[src/rtl/my_if_pair_pkg.sv]
// Shared types and constants for the my_if byte-pair packer.
// Latency: n/a (declarations only).
// Backpressure: n/a.
package my_if_pair_pkg;

    typedef enum logic [1:0] {
        EMPTY = 2'd0,
        HOLD  = 2'd1,
        SEND  = 2'd2
    } pk_state_t;

    localparam logic [7:0] PAD_DEFAULT = 8'h00;

endpackage

[src/rtl/my_if.sv]
// Byte valid/ready channel between my_if producers and their consumer.
// Latency: n/a (wires only).
// Backpressure: consumer drives ready; a byte moves when valid && ready.
interface my_if;
    logic [7:0] data;
    logic       valid;
    logic       ready;

    modport AccessIn  (output data, output valid, input ready);
    modport AccessOut (input data, input valid, output ready);
endinterface

[src/rtl/struct_if.sv]
// Two-byte packet channel toward the transmit stage.
// Latency: n/a (wires only).
// Backpressure: separate tx_ready from the transmit stage qualifies tx_en.
interface struct_if;
    logic [7:0] packet_field1;
    logic [7:0] packet_field2;
    logic       tx_en;

    modport Access  (output packet_field1, output packet_field2, output tx_en);
    modport Monitor (input packet_field1, input packet_field2, input tx_en);
endinterface

[src/rtl/my_if_byte_fifo.sv]
// Synchronous first-word-fall-through FIFO; DEPTH must be a power of two.
// Latency: written word visible on rdata the cycle after push.
// Backpressure: push ignored when full, pop ignored when empty.
module my_if_byte_fifo #(
    parameter int DEPTH = 4,
    parameter int W     = 8
) (
    input  logic                         clk,
    input  logic                         reset_n,
    input  logic                         push,
    input  logic                         pop,
    input  logic [W-1:0]                 wdata,
    output logic [W-1:0]                 rdata,
    output logic [$clog2(DEPTH+1)-1:0]   count,
    output logic                         full,
    output logic                         empty
);
    localparam int AW = $clog2(DEPTH);
    localparam int CW = $clog2(DEPTH+1);

    logic [W-1:0]  mem [DEPTH];
    logic [AW-1:0] wr_ptr;
    logic [AW-1:0] rd_ptr;
    logic [CW-1:0] cnt_q;
    logic          do_push;
    logic          do_pop;

    assign full    = (cnt_q == CW'(DEPTH));
    assign empty   = (cnt_q == '0);
    assign do_push = push && !full;
    assign do_pop  = pop && !empty;
    assign rdata   = mem[rd_ptr];
    assign count   = cnt_q;

    // Storage carries no reset; pointers and count define validity.
    always_ff @(posedge clk) begin
        if (do_push) begin
            mem[wr_ptr] <= wdata;
        end
    end

    always_ff @(posedge clk or negedge reset_n) begin
        if (!reset_n) begin
            wr_ptr <= '0;
            rd_ptr <= '0;
            cnt_q  <= '0;
        end else begin
            if (do_push) begin
                wr_ptr <= wr_ptr + AW'(1);
            end
            if (do_pop) begin
                rd_ptr <= rd_ptr + AW'(1);
            end
            cnt_q <= cnt_q + CW'(do_push) - CW'(do_pop);
        end
    end

endmodule

[src/rtl/my_if_pair_packer.sv]
// Packs a my_if byte stream into two-byte struct_if packets, padding a lone byte after TIMEOUT idle cycles.
// Latency: byte accepted at edge N is held at N+1; with a partner at N+1 the packet is offered from N+2.
// Backpressure: registered in_bus.ready from next FIFO occupancy; packet held in SEND until tx_ready.
module my_if_pair_packer
    import my_if_pair_pkg::*;
#(
    parameter int         DEPTH   = 4,
    parameter int         TIMEOUT = 15,
    parameter logic [7:0] PAD     = PAD_DEFAULT
) (
    input  logic                         clk,
    input  logic                         reset_n,
    my_if.AccessOut                      in_bus,
    struct_if.Access                     pk_bus,
    input  logic                         tx_ready,
    output logic [$clog2(DEPTH+1)-1:0]   fifo_count,
    output logic                         pad_flush,
    output logic [15:0]                  pairs_sent
);
    localparam int             CW     = $clog2(DEPTH+1);
    localparam int             TW     = (TIMEOUT > 0) ? $clog2(TIMEOUT+1) : 1;
    localparam logic [TW-1:0]  T_LAST = (TIMEOUT > 0) ? TW'(TIMEOUT-1) : '0;
    localparam logic [TW-1:0]  T_MAX  = '1;

    pk_state_t     state_q, state_d;
    logic [7:0]    f1_q, f1_d;
    logic [7:0]    f2_q, f2_d;
    logic [TW-1:0] timer_q, timer_d;
    logic [15:0]   pairs_q, pairs_d;
    logic          flush_d, flush_q;
    logic          in_rdy_q;

    logic          fifo_push;
    logic          fifo_pop;
    logic [7:0]    fifo_rdata;
    logic          fifo_full;
    logic          fifo_empty;
    logic [CW-1:0] next_count;

    assign fifo_push  = in_bus.valid && in_rdy_q && !fifo_full;
    assign next_count = fifo_count + CW'(fifo_push) - CW'(fifo_pop);

    my_if_byte_fifo #(
        .DEPTH (DEPTH),
        .W     (8)
    ) u_fifo (
        .clk     (clk),
        .reset_n (reset_n),
        .push    (fifo_push),
        .pop     (fifo_pop),
        .wdata   (in_bus.data),
        .rdata   (fifo_rdata),
        .count   (fifo_count),
        .full    (fifo_full),
        .empty   (fifo_empty)
    );

    always_ff @(posedge clk or negedge reset_n) begin
        if (!reset_n) begin
            state_q  <= EMPTY;
            f1_q     <= 8'h00;
            f2_q     <= 8'h00;
            timer_q  <= '0;
            pairs_q  <= 16'h0000;
            flush_q  <= 1'b0;
            in_rdy_q <= 1'b0;
        end else begin
            state_q  <= state_d;
            f1_q     <= f1_d;
            f2_q     <= f2_d;
            timer_q  <= timer_d;
            pairs_q  <= pairs_d;
            flush_q  <= flush_d;
            // Ready lags a same-cycle pop on a full FIFO by one edge, so overflow cannot occur.
            in_rdy_q <= (next_count < CW'(DEPTH));
        end
    end

    always_comb begin
        state_d  = state_q;
        f1_d     = f1_q;
        f2_d     = f2_q;
        timer_d  = timer_q;
        pairs_d  = pairs_q;
        flush_d  = 1'b0;
        fifo_pop = 1'b0;
        case (state_q)
            EMPTY: begin
                if (!fifo_empty) begin
                    fifo_pop = 1'b1;
                    f1_d     = fifo_rdata;
                    timer_d  = '0;
                    state_d  = HOLD;
                end
            end
            HOLD: begin
                if (!fifo_empty) begin
                    fifo_pop = 1'b1;
                    f2_d     = fifo_rdata;
                    state_d  = SEND;
                end else if (TIMEOUT != 0) begin
                    if (timer_q == T_LAST) begin
                        f2_d    = PAD;
                        flush_d = 1'b1;
                        state_d = SEND;
                    end else if (timer_q != T_MAX) begin
                        timer_d = timer_q + TW'(1);
                    end
                end
            end
            SEND: begin
                if (tx_ready) begin
                    pairs_d = pairs_q + 16'd1;
                    // Refill straight into HOLD to sustain one byte per cycle.
                    if (!fifo_empty) begin
                        fifo_pop = 1'b1;
                        f1_d     = fifo_rdata;
                        timer_d  = '0;
                        state_d  = HOLD;
                    end else begin
                        state_d = EMPTY;
                    end
                end
            end
            default: begin
                state_d = EMPTY;
            end
        endcase
    end

    assign in_bus.ready         = in_rdy_q;
    assign pk_bus.packet_field1 = f1_q;
    assign pk_bus.packet_field2 = f2_q;
    assign pk_bus.tx_en         = (state_q == SEND);
    assign pad_flush            = flush_q;
    assign pairs_sent           = pairs_q;

endmodule
[src/flat_wrapper.sv]
// flat-port wrapper written by rule: the top's interface ports become plain ports
module my_if_pair_packer_flat import my_if_pair_pkg::*;
#(
    parameter int         DEPTH   = 4,
    parameter int         TIMEOUT = 15,
    parameter logic [7:0] PAD     = PAD_DEFAULT
)
  (clk, reset_n, tx_ready, fifo_count, pad_flush, pairs_sent, in_bus_data, in_bus_valid, in_bus_ready, pk_bus_packet_field1, pk_bus_packet_field2, pk_bus_tx_en);
  my_if in_bus_i ();
  struct_if pk_bus_i ();
  input  logic clk;
  input  logic reset_n;
  input  logic tx_ready;
  output logic [$clog2(DEPTH+1)-1:0] fifo_count;
  output logic pad_flush;
  output logic [15:0] pairs_sent;
  input wire logic [$bits(in_bus_i.data)-1:0] in_bus_data;
  input wire logic [$bits(in_bus_i.valid)-1:0] in_bus_valid;
  output wire logic [$bits(in_bus_i.ready)-1:0] in_bus_ready;
  output wire logic [$bits(pk_bus_i.packet_field1)-1:0] pk_bus_packet_field1;
  output wire logic [$bits(pk_bus_i.packet_field2)-1:0] pk_bus_packet_field2;
  output wire logic [$bits(pk_bus_i.tx_en)-1:0] pk_bus_tx_en;
  assign in_bus_i.data = in_bus_data;
  assign in_bus_i.valid = in_bus_valid;
  assign in_bus_ready = in_bus_i.ready;
  assign pk_bus_packet_field1 = pk_bus_i.packet_field1;
  assign pk_bus_packet_field2 = pk_bus_i.packet_field2;
  assign pk_bus_tx_en = pk_bus_i.tx_en;
  my_if_pair_packer #(.DEPTH(DEPTH), .TIMEOUT(TIMEOUT), .PAD(PAD)) u_core (.clk(clk), .reset_n(reset_n), .in_bus(in_bus_i), .pk_bus(pk_bus_i), .tx_ready(tx_ready), .fifo_count(fifo_count), .pad_flush(pad_flush), .pairs_sent(pairs_sent));
endmodule
[config.mk]
export PLATFORM = sky130hd
export DESIGN_NAME = my_if_pair_packer_flat
export DESIGN_NICKNAME = d
export VERILOG_FILES = /design/src/rtl/my_if_pair_pkg.sv /design/src/rtl/my_if.sv /design/src/rtl/struct_if.sv /design/src/rtl/my_if_byte_fifo.sv /design/src/rtl/my_if_pair_packer.sv /design/src/flat_wrapper.sv
export SDC_FILE = /design/constraint.sdc
export NUM_CORES = 1
export LEC_CHECK = 0
export BUFFER_PORTS_ARGS = -buffer_cell sky130_fd_sc_hd__buf_2
export CAP_MARGIN = 5
export CORE_MARGIN = 2
export CORE_UTILIZATION = 25
export CTS_CLUSTER_DIAMETER = 100
export DETAILED_ROUTE_END_ITERATION = 6
export GPL_ROUTABILITY_DRIVEN = 0
export GPL_TIMING_DRIVEN = 0
export HOLD_SLACK_MARGIN = 0.05
export PLACE_DENSITY = 0.48
export SETUP_SLACK_MARGIN = 0.3
export SYNTH_ARGS = -nofsm -noshare
export SYNTH_HDL_FRONTEND = slang
export SYNTH_SLANG_ARGS = --single-unit
[constraint.sdc]
create_clock -name clk -period 2.69 [get_ports clk]
set_clock_uncertainty 0.15 [all_clocks]
set_input_delay 0.538 -clock clk [delete_from_list [all_inputs] [get_ports clk]]
set_output_delay 0.538 -clock clk [all_outputs]
set_load 0.005 [all_outputs]
==> flow_metrics.py, run 1 <==
metrics = {
    "setup_path": {
        "crit_type": "reg2reg",
        "r2r_end": "u_core.u_fifo.count[2]",
        "cp_max_fo": 6,
        "crit_chain": "nand2b_1, a21oi_2, ha_1, inv_1, ha_1, inv_1, fa_1, xnor2_1",
        "crit_arrival_ns": 2.31,
        "r2r_start": "u_core.state_q[0]",
        "cpPeakStageDelay_ns": 0.46,
        "critPathLaunchType": "flip-flop",
        "crit_start": "u_core.state_q[0]",
        "end_kind": "flip-flop",
        "r2r_slack_ns": 0.44,
        "cp_slowest_cell": "dfrtp_1",
        "crit_required_ns": 2.75,
        "r2r_cells": 8,
    },
    "route": {
        "drc": 0,
        "vias_per_cell": 4.17,
        "drtPass1Iterations": 4,
        "wl_per_cell_um": 14.1,
        "drt_iter0_drc": 137,
        "drt-total-wl_um": 6570,
        "vias": 1939,
        "postRouteAntennaNets": 0,
    },
    "cells_and_area": {
        "nFillCells": 1328,
        "syn_to_final_growth_pct": 24.0,
        "seq_area_mm2": 0.00214,
        "multi_input_area_mm2": 0.00119,
        "final_layout_size_suffix_gt1_frac": 0.358,
        "final_core_util": 0.318,
        "fin_nets": 307,
    },
    "pwr": {
        "combPwrFrac": 0.325,
        "clockPowerShare": 0.278,
        "switching_share": 0.315,
        "power.internal_w": 0.00318,
        "leakagePower_nw": 1.77,
        "irDropWorstVdd_mv": 0.389,
        "powerDensity_mw_per_mm2": 1100,
        "power_switching_w": 0.00146,
        "pwr-share-seq": 0.396,
    },
    "cts": {
        "cts_root_buf": "clkbuf_16",
        "cts_made_buffers": 9,
        "cts_buffer_depth": 2,
        "cts.sinks": 79,
        "cts_hold_buffers": 0,
        "cts_tree": "done",
        "clk_pin_slew_ns": 0.06,
        "h-tree-depth": 3,
        "clk_latency_ns": 0.33,
    },
    "synthesis": {
        "avgSynthCellArea_um2": 15.3,
        "ys_seq_area_frac": 0.630,
        "ys_top_cells_by_count": "dfrtp_1 (47), edfxtp_1 (32), inv_1 (13)",
        "synth_area_mm2": 0.00339,
        "syn_inst": 222,
        "synth_edf_count": 32,
        "ys_seq_elements": 79,
        "async_flop_share": 0.595,
        "synth.top_cell.area_share": 0.347,
        "yosys.cell_types.count": 45,
        "post-synth-top-count-cell": "dfrtp_1",
        "synth_ff_type": "dfrtp_1",
        "synth_top_area_cell": "dfrtp_1",
        "yosys-top-cells-area": "dfrtp_1 (35%), edfxtp_1 (28%), mux4_2 (5.3%)",
        "synth_nets": 246,
        "yosysWarnings": 0,
    },
    "timing": {
        "fin_setup_tns_ns": 0,
        "layout_min_cycle_time_ns": 2.25,
        "maxSlewViolCount": 0,
        "max_freq_mhz": 444,
        "finalCritPeriodShare": 0.837,
        "grt_setup_unrepaired": "false",
        "slew_headroom": 0.270,
        "tightest_slew_ns": 1.10,
        "final-setup-viol-count": 0,
        "hold_violations": 0,
    },
    "grt": {
        "grt_usage": 0.0980,
        "grt_pass1_wl_um": 10700,
        "grt_pass1_vias": 2014,
        "grt_antenna_before_repair": 0,
        "gr-total-overflow": 0,
        "grt_start_max_net_pins": 48,
    },
    "floorplan": {
        "ios": 50,
        "start_util": 0.256,
        "dieArea_mm2": 0.0145,
        "die_x_um": 121,
        "core_mm2": 0.0132,
        "rows": 42,
        "die_h_um": 121,
    },
    "outcome": {
        "run_status": "finished, final reports clean",
    },
    "placed_design": {
        "io_buffers": 49,
        "hpwl_um": 4550,
    },
    "job": {
        "maxCapViolations": 0,
    },
    "hold_path": {
        "hp-class": "in2async",
    },
}
## worst max path at each step
stage                                   to  slack, ns
CTS                 u_core.u_fifo.count[2]       0.33
floorplan           u_core.u_fifo.count[2]       0.38
detailed placement  u_core.u_fifo.count[2]       0.06
finish              u_core.u_fifo.count[2]       0.44
global placement    u_core.u_fifo.count[2]       0.11
global route        u_core.u_fifo.count[2]       0.30
## state kept, by name (all words and copies together), names as in the netlist
signal                       cells
u_core.u_fifo.mem               32
u_core.pairs_sent               16
u_core.pk_bus.packet_field1      8
u_core.pk_bus.packet_field2      8
u_core.timer_q                   4
u_core.u_fifo.count              3
u_core.state_q                   2
u_core.u_fifo.rd_ptr             2
u_core.u_fifo.wr_ptr             2
u_core.in_bus.ready              1
u_core.pad_flush                 1
## placed cells by master (no fill, tap or decap), drive strengths merged, types with 2 or more instances in the layout
master / netlist / layout
a31oi: 3 / 3
clkbuf: 0 / 14
xor2: 10 / 10
nand3: 4 / 4
mux2: 9 / 9
mux4: 8 / 8
buf: 4 / 54
dfrtp: 47 / 47
ha: 11 / 11
and4: 2 / 2
nand2: 9 / 9
inv: 14 / 14
and2: 5 / 5
a21oi: 4 / 4
a22o: 8 / 8
o21ai: 3 / 3
nor2: 4 / 4
nor3: 8 / 8
edfxtp: 32 / 32
xnor2: 11 / 11
nand4: 8 / 8
nand2b: 4 / 4
## cells by family (layout without fill, tap and decap cells)
kind of cell,count (synthesis),count (layout),share of synthesized area
AOI/OAI and AO/OA,24,24,0.0527
other,0,1,0
buffers and inverters,18,84,0.0236
xor gates and xnor gates,21,21,0.0542
and+or+nand+nor,50,50,0.106
muxes,18,18,0.0870
DFF,79,79,0.630
adders and majority gates,12,12,0.0465
## power groups by stage
stage	combinational [W]	clock (W)	sequential, W
5_1_grt	0.00172	0.00138	0.00189
4_1_cts	0.00153	0.00132	0.00184
2_1_floorplan	0.00103	0	0.00182
3_3_place_gp	0.00150	0	0.00185
3_5_place_dp	0.00152	0	0.00186
6_report	0.00151	0.00129	0.00184
## through the flow
step                hold WS, ns  instances  area [um^2]  total power (W)  setup slack (ns)
finish                    0.252        465         4210          0.00464             0.439
global route              0.270        464         4210          0.00498             0.299
CTS                       0.264        464         4190          0.00469             0.326
detailed placement        0.304        447         3860          0.00338            0.0632
global placement          0.301        447         3860          0.00335             0.111
floorplan                0.0924        222         3390          0.00286             0.381
## worst max-delay path: cells and delay by family, from the launching register on
family / cells / cell delay (ns)
DFF: 1 / 0.46
and+or+nand+nor: 1 / 0.24
adders and majority gates: 3 / 0.78
xor gates and xnor gates: 1 / 0.14
buffers and inverters: 2 / 0.10
AOI/OAI and AO/OA: 1 / 0.26
## layer usage
metal  global-route usage  part of all wire  vias up
li1                     -                 -      939
met1                0.128              0.47      948
met2                0.147              0.46       40
met3               0.0297             0.052       12
met4               0.0501             0.021        0
met5                    0                 0        -
## layout make-up
type / count / area share
clock buffers: 14 / 0.0678
flip-flops and latches: 79 / 0.508
clock inverters: 2 / 0.00892
plain buffers: 4 / 0.00654
diodes: 1 / 0.000595
well taps: 176 / 0.0523
inverters: 14 / 0.0125
repair buffers: 50 / 0.0600
multi-input cells: 125 / 0.283
## what timing repair did
action	in CTS	in global routing
buffers inserted	1	0
endpoints found under the hold margin	0	0
cloned	0	0
pin swaps	1	0
gates resized for setup	2	3
endpoints found under the setup margin	2	2
No activity file was read; power rests on OpenSTA's default activity.
==> run 2: changes to the inputs <==
==> constraint.sdc (replaced) <==
create_clock -name clk -period 2.11 [get_ports clk]
set_clock_uncertainty 0.15 [all_clocks]
set_input_delay 0.422 -clock clk [delete_from_list [all_inputs] [get_ports clk]]
set_output_delay 0.422 -clock clk [all_outputs]
set_load 0.005 [all_outputs]
==> run 2 against run 1 <==
  * Combinational power is 50% higher
  * Largest cell class unchanged
  * Critical path depth up 1
  * Maximum frequency up 10%
  * Cell count rose by 2.2%
  * Die area unchanged
  * Register-to-register slack got worse by 0.38 ns
==> flow_metrics.py, run 2 (same netlist as run 1, synthesis figures left out) <==
metrics = {
    "outcome": {
        "run_status": "finished, final reports clean",
    },
    "pwr": {
        "powerDensity_mw_per_mm2": 1410,
        "irDropWorstVdd_mv": 0.406,
        "leakagePower_nw": 1.82,
    },
    "floorplan": {
        "die_h_um": 121,
        "core_mm2": 0.0132,
        "dieArea_mm2": 0.0145,
        "ios": 50,
        "start_util": 0.256,
        "die_x_um": 121,
        "rows": 42,
    },
    "cells_and_area": {
        "nFillCells": 1317,
        "largest-register": "u_core.u_fifo.mem",
        "final_layout_size_suffix_gt1_frac": 0.408,
        "layout.cells.non_filler": 475,
        "final_core_util": 0.326,
        "fin_area_mm2": 0.00432,
        "mostFrequentLayoutCells": "buf_2 (49), dfrtp_1 (43), edfxtp_1 (32)",
        "multi_input_area_mm2": 0.00121,
        "final_common_cell": "buf_2",
        "largest_register_ffs": 32,
        "fin_nets": 318,
        "seq_area_mm2": 0.00214,
        "syn_to_final_growth_pct": 27.2,
        "diodes": 0,
    },
    "grt": {
        "grt_usage": 0.101,
        "grt_start_max_net_pins": 48,
        "gr-total-overflow": 0,
        "grt_pass1_wl_um": 11100,
        "grt_antenna_before_repair": 0,
        "grt_pass1_vias": 2075,
    },
    "cts": {
        "clk_pin_slew_ns": 0.06,
        "cts_buffer_depth": 2,
        "cts_root_buf": "clkbuf_16",
        "cts_hold_buffers": 0,
        "clk_latency_ns": 0.33,
        "h-tree-depth": 3,
        "cts_made_buffers": 9,
        "cts_tree": "done",
        "cts.sinks": 79,
    },
    "route": {
        "vias_per_cell": 4.27,
        "vias": 2026,
        "drt_iter0_drc": 88,
        "drt-total-wl_um": 6760,
        "drc": 0,
        "wl_per_cell_um": 14.2,
        "drtPass1Iterations": 4,
        "postRouteAntennaNets": 0,
    },
    "timing": {
        "finalCritPeriodShare": 0.970,
        "grt_setup_unrepaired": "true",
        "hold_violations": 0,
        "slew_headroom": 0.271,
        "tightest_slew_ns": 1.09,
        "final-setup-viol-count": 0,
        "layout_min_cycle_time_ns": 2.05,
        "max_freq_mhz": 489,
        "maxSlewViolCount": 0,
        "fin_hold_ws_ns": 0.143,
    },
    "job": {
        "maxCapViolations": 0,
    },
    "setup_path": {
        "critPathTopFamily": "adder cells",
        "crit_arrival_ns": 2.10,
        "crit_required_ns": 2.17,
        "critPathLaunchType": "flip-flop",
        "end_kind": "flip-flop",
        "cp_slowest_cell": "dfrtp_2",
        "cpPeakStageDelay_ns": 0.41,
        "crit_type": "reg2reg",
        "crit_chain": "buf_6, nor3_4, a21oi_2, ha_1, inv_1, ha_1, inv_1, fa_1, xnor2_1",
        "crit_buf_inv": 3,
        "cp_max_fo": 2,
    },
    "placed_design": {
        "dpl_cell_area_mm2": 0.00387,
        "dp.cells": 447,
        "hpwl_um": 4560,
        "io_buffers": 49,
    },
    "hold_path": {
        "hp-class": "in2async",
    },
}
==> run 2: cell type report <==
| type | count | share of cell area |
|---|---|---|
| inverter | 14 | 0.0133 |
| buffer | 4 | 0.00724 |
| timing repair buffer | 61 | 0.0837 |
| tap | 176 | 0.0510 |
| multi-input combinational | 125 | 0.280 |
| clock inverter | 7 | 0.0165 |
| clock buffer | 9 | 0.0522 |
| sequential | 79 | 0.496 |
==> run 2: worst reg2reg max path, stage by stage (launching register included) <==
cell     delay, ns
dfrtp_2       0.41
buf_6         0.12
nor3_4        0.15
a21oi_2       0.07
ha_1          0.28
inv_1         0.06
ha_1          0.13
inv_1         0.05
fa_1          0.37
xnor2_1       0.14
==> run 2: per-stage QoR <==
step           worst slack [ns]  total power [W]  setup TNS, ns
2_1_floorplan           -0.0365          0.00366        -0.0661
3_3_place_gp             -0.244          0.00429         -0.469
3_5_place_dp             -0.278          0.00434         -0.536
4_1_cts                  0.0543          0.00612              0
5_1_grt                 -0.0263          0.00654        -0.0398
6_report                 0.0631          0.00611              0
==> run 2: metal layers <==
metal | vias up | track usage | routed length [um]
met4 | 0 | 0.0283 | 81
met2 | 38 | 0.159 | 3210
met5 | - | 0 | 0
met1 | 1027 | 0.132 | 3140
met3 | 8 | 0.0340 | 323
li1 | 953 | - | -
==> run 2: final timing paths <==
| kind | startpoint | to | slack (ns) | cells after the start |
|---|---|---|---|---|
| worst max-delay path | u_core.u_fifo.count[1] | u_core.u_fifo.count[2] | 0.06 | 9 |
| worst min-delay path | reset_n | u_core.timer_q[2] | 0.14 | 1 |
| worst max register to register | u_core.u_fifo.count[1] | u_core.u_fifo.count[2] | 0.06 | 9 |
| worst min register to register | u_core.pairs_sent[15] | u_core.pairs_sent[15] | 0.31 | 1 |
| max in group asynchronous | reset_n | u_core.state_q[0] | 0.93 | 1 |
| min in group clk | in_bus_data[2] | u_core.u_fifo.mem[2][2] | 0.15 | 1 |
==> run 2: power by group <==
group	switching, W	internal, W	total [W]
clock network	0.000623	0.000918	0.00154
registers	0.000275	0.00203	0.00230
logic	0.00107	0.00120	0.00226
total	0.00196	0.00415	0.00611
==> run 2: timing repair <==
| action | 4_1_cts | 5_1_grt |
|---|---|---|
| setup buffers | 9 | 3 |
| setup endpoints to repair | 45 | 30 |
| endpoints found under the hold margin | 0 | 0 |
| pin swaps | 4 | 1 |
| resized for setup | 6 | 7 |
==> run 3: changes to the inputs <==
--- a/config.mk
+++ b/config.mk
@@ -14,7 +14,7 @@
 export GPL_ROUTABILITY_DRIVEN = 0
 export GPL_TIMING_DRIVEN = 0
 export HOLD_SLACK_MARGIN = 0.05
-export PLACE_DENSITY = 0.48
+export PLACE_DENSITY = 0.5
 export SETUP_SLACK_MARGIN = 0.3
 export SYNTH_ARGS = -nofsm -noshare
 export SYNTH_HDL_FRONTEND = slang
==> run 3 against run 2 <==
  * Sequential power grew 2%
  * Routed wire length grew 0.83%
  * Maximum frequency grew 3.2%
  * Sequential share of layout area shrank 1.0 points
  * Largest cell class unchanged
==> flow_metrics.py, run 3 (same netlist as run 1, synthesis figures left out) <==
metrics = {
    "cts": {
        "clk_pin_slew_ns": 0.06,
        "cts_root_buf": "clkbuf_16",
        "cts_buffer_depth": 2,
        "cts_made_buffers": 9,
        "clk_latency_ns": 0.34,
        "h-tree-depth": 3,
        "cts.sinks": 79,
        "cts_hold_buffers": 0,
        "cts_tree": "done",
    },
    "pwr": {
        "pwr-share-seq": 0.377,
        "clockPowerShare": 0.232,
        "irDropWorstVdd_mv": 0.584,
        "leakagePower_nw": 1.84,
        "power_w": 0.00621,
        "power_switching_w": 0.00205,
        "power.internal_w": 0.00416,
        "switching_share": 0.331,
        "powerDensity_mw_per_mm2": 1410,
        "combPwrFrac": 0.391,
    },
    "cells_and_area": {
        "largest-register": "u_core.u_fifo.mem",
        "diodes": 0,
        "final_core_util": 0.333,
        "mostFrequentLayoutCells": "buf_2 (48), dfrtp_1 (42), edfxtp_1 (32)",
        "syn_to_final_growth_pct": 30.0,
        "layout.cells.non_filler": 482,
        "final_layout_size_suffix_gt1_frac": 0.464,
        "nFillCells": 1333,
        "final_common_cell": "buf_2",
        "fin_nets": 325,
        "largest_register_ffs": 32,
    },
    "setup_path": {
        "r2r_end": "u_core.u_fifo.count[2]",
        "r2r_start": "u_core.u_fifo.count[0]",
        "crit_type": "reg2reg",
        "cp.depth": 8,
        "end_kind": "flip-flop",
        "crit_buf_inv": 2,
        "cpPeakStageDelay_ns": 0.46,
        "cp_max_fo": 4,
        "cp_slowest_cell": "dfrtp_2",
        "r2r_cells": 8,
        "r2r_slack_ns": 0.13,
        "crit_arrival_ns": 2.05,
        "critPathLaunchType": "flip-flop",
        "crit_required_ns": 2.17,
        "critPathTopFamily": "adder cells",
        "crit_chain": "nor3_4, a21oi_4, ha_4, inv_2, ha_4, inv_2, fa_1, xnor2_1",
    },
    "placed_design": {
        "dp.cells": 447,
        "io_buffers": 49,
        "hpwl_um": 4680,
    },
    "route": {
        "postRouteAntennaNets": 0,
        "vias_per_cell": 4.34,
        "drtPass1Iterations": 4,
        "drt-total-wl_um": 6810,
        "drt_iter0_drc": 79,
        "drc": 0,
        "wl_per_cell_um": 14.1,
        "vias": 2093,
    },
    "grt": {
        "grt_antenna_before_repair": 0,
        "grt_pass1_wl_um": 10800,
        "grt_usage": 0.100,
        "gr-total-overflow": 0,
        "grt_start_max_net_pins": 48,
        "grt_pass1_vias": 2070,
    },
    "floorplan": {
        "core_mm2": 0.0132,
        "start_util": 0.256,
        "ios": 50,
        "die_x_um": 121,
        "rows": 42,
        "die_h_um": 121,
        "dieArea_mm2": 0.0145,
    },
    "job": {
        "maxCapViolations": 0,
    },
    "timing": {
        "max_freq_mhz": 504,
        "layout_min_cycle_time_ns": 1.98,
        "final-setup-viol-count": 0,
        "maxSlewViolCount": 0,
        "finalCritPeriodShare": 0.940,
        "slew_headroom": 0.299,
        "grt_setup_unrepaired": "true",
        "tightest_slew_ns": 1.05,
        "hold_violations": 0,
    },
    "outcome": {
        "run_status": "finished, final reports clean",
    },
    "hold_path": {
        "hp-class": "in2async",
    },
}
## run 3: changes by cell type in the layout (fill, tap and decap cells not counted), moves of 2 or more
cell,change
inv_2,+2
buf_6,+3
and2_2,+3
inv_1,-2
buf_4,+5
and2_1,-3
ha_1,-3
ha_4,+2
## run 3: power by group through the flow
stage               sequential (W)  combinational (W)  clock [W]
floorplan                  0.00233            0.00133          0
global placement           0.00237            0.00191          0
detailed placement         0.00238            0.00196          0
CTS                        0.00236            0.00210    0.00148
global route               0.00240            0.00270    0.00154
finish                     0.00234            0.00243    0.00144
## run 3: layout make-up
cell class | count | area, um^2 | area share
clock inverter | 6 | 45.0 | 0.0102
multi-input combinational | 125 | 1270 | 0.288
tap | 176 | 220 | 0.0499
buffer | 4 | 35.0 | 0.00794
timing repair buffer | 68 | 409 | 0.0927
inverter | 14 | 57.6 | 0.0130
clock buffer | 10 | 229 | 0.0519
sequential | 79 | 2140 | 0.486
## run 3: per-stage QoR
stage	instance area, um^2	hold slack, ns	setup TNS, ns	setup WS, ns
after floorplan	3410	-0.0236	-0.0661	-0.0365
after global placement	3870	0.301	-0.463	-0.237
after detailed placement	3870	0.314	-0.522	-0.263
after CTS	4220	0.136	0	0.0588
after global routing	4410	0.145	0	0.0386
final	4410	0.124	0	0.126
## run 3: worst max path at each step
stage | startpoint | end | slack, ns
after floorplan | u_core.u_fifo.count[2] | u_core.u_fifo.count[2] | -0.04
after global placement | u_core.u_fifo.count[0] | u_core.u_fifo.count[2] | -0.24
after detailed placement | u_core.u_fifo.count[0] | u_core.u_fifo.count[1] | -0.26
after CTS | u_core.u_fifo.count[1] | u_core.u_fifo.count[2] | 0.06
after global routing | u_core.u_fifo.count[0] | u_core.u_fifo.count[1] | 0.04
final | u_core.u_fifo.count[0] | u_core.u_fifo.count[2] | 0.13
## run 3: layer usage
metal	track usage	vias to the layer above	wire (um)
met3	0.0354	12	352
met2	0.157	46	3380
met5	0	-	0
met1	0.121	1064	2920
li1	-	971	-
met4	0.0545	0	165
## run 3: what timing repair did
| action | 4_1_cts | 5_1_grt |
|---|---|---|
| gates resized for setup | 7 | 25 |
| pin swaps | 3 | 3 |
| endpoints found under the setup margin | 39 | 33 |
| buffers inserted | 6 | 13 |
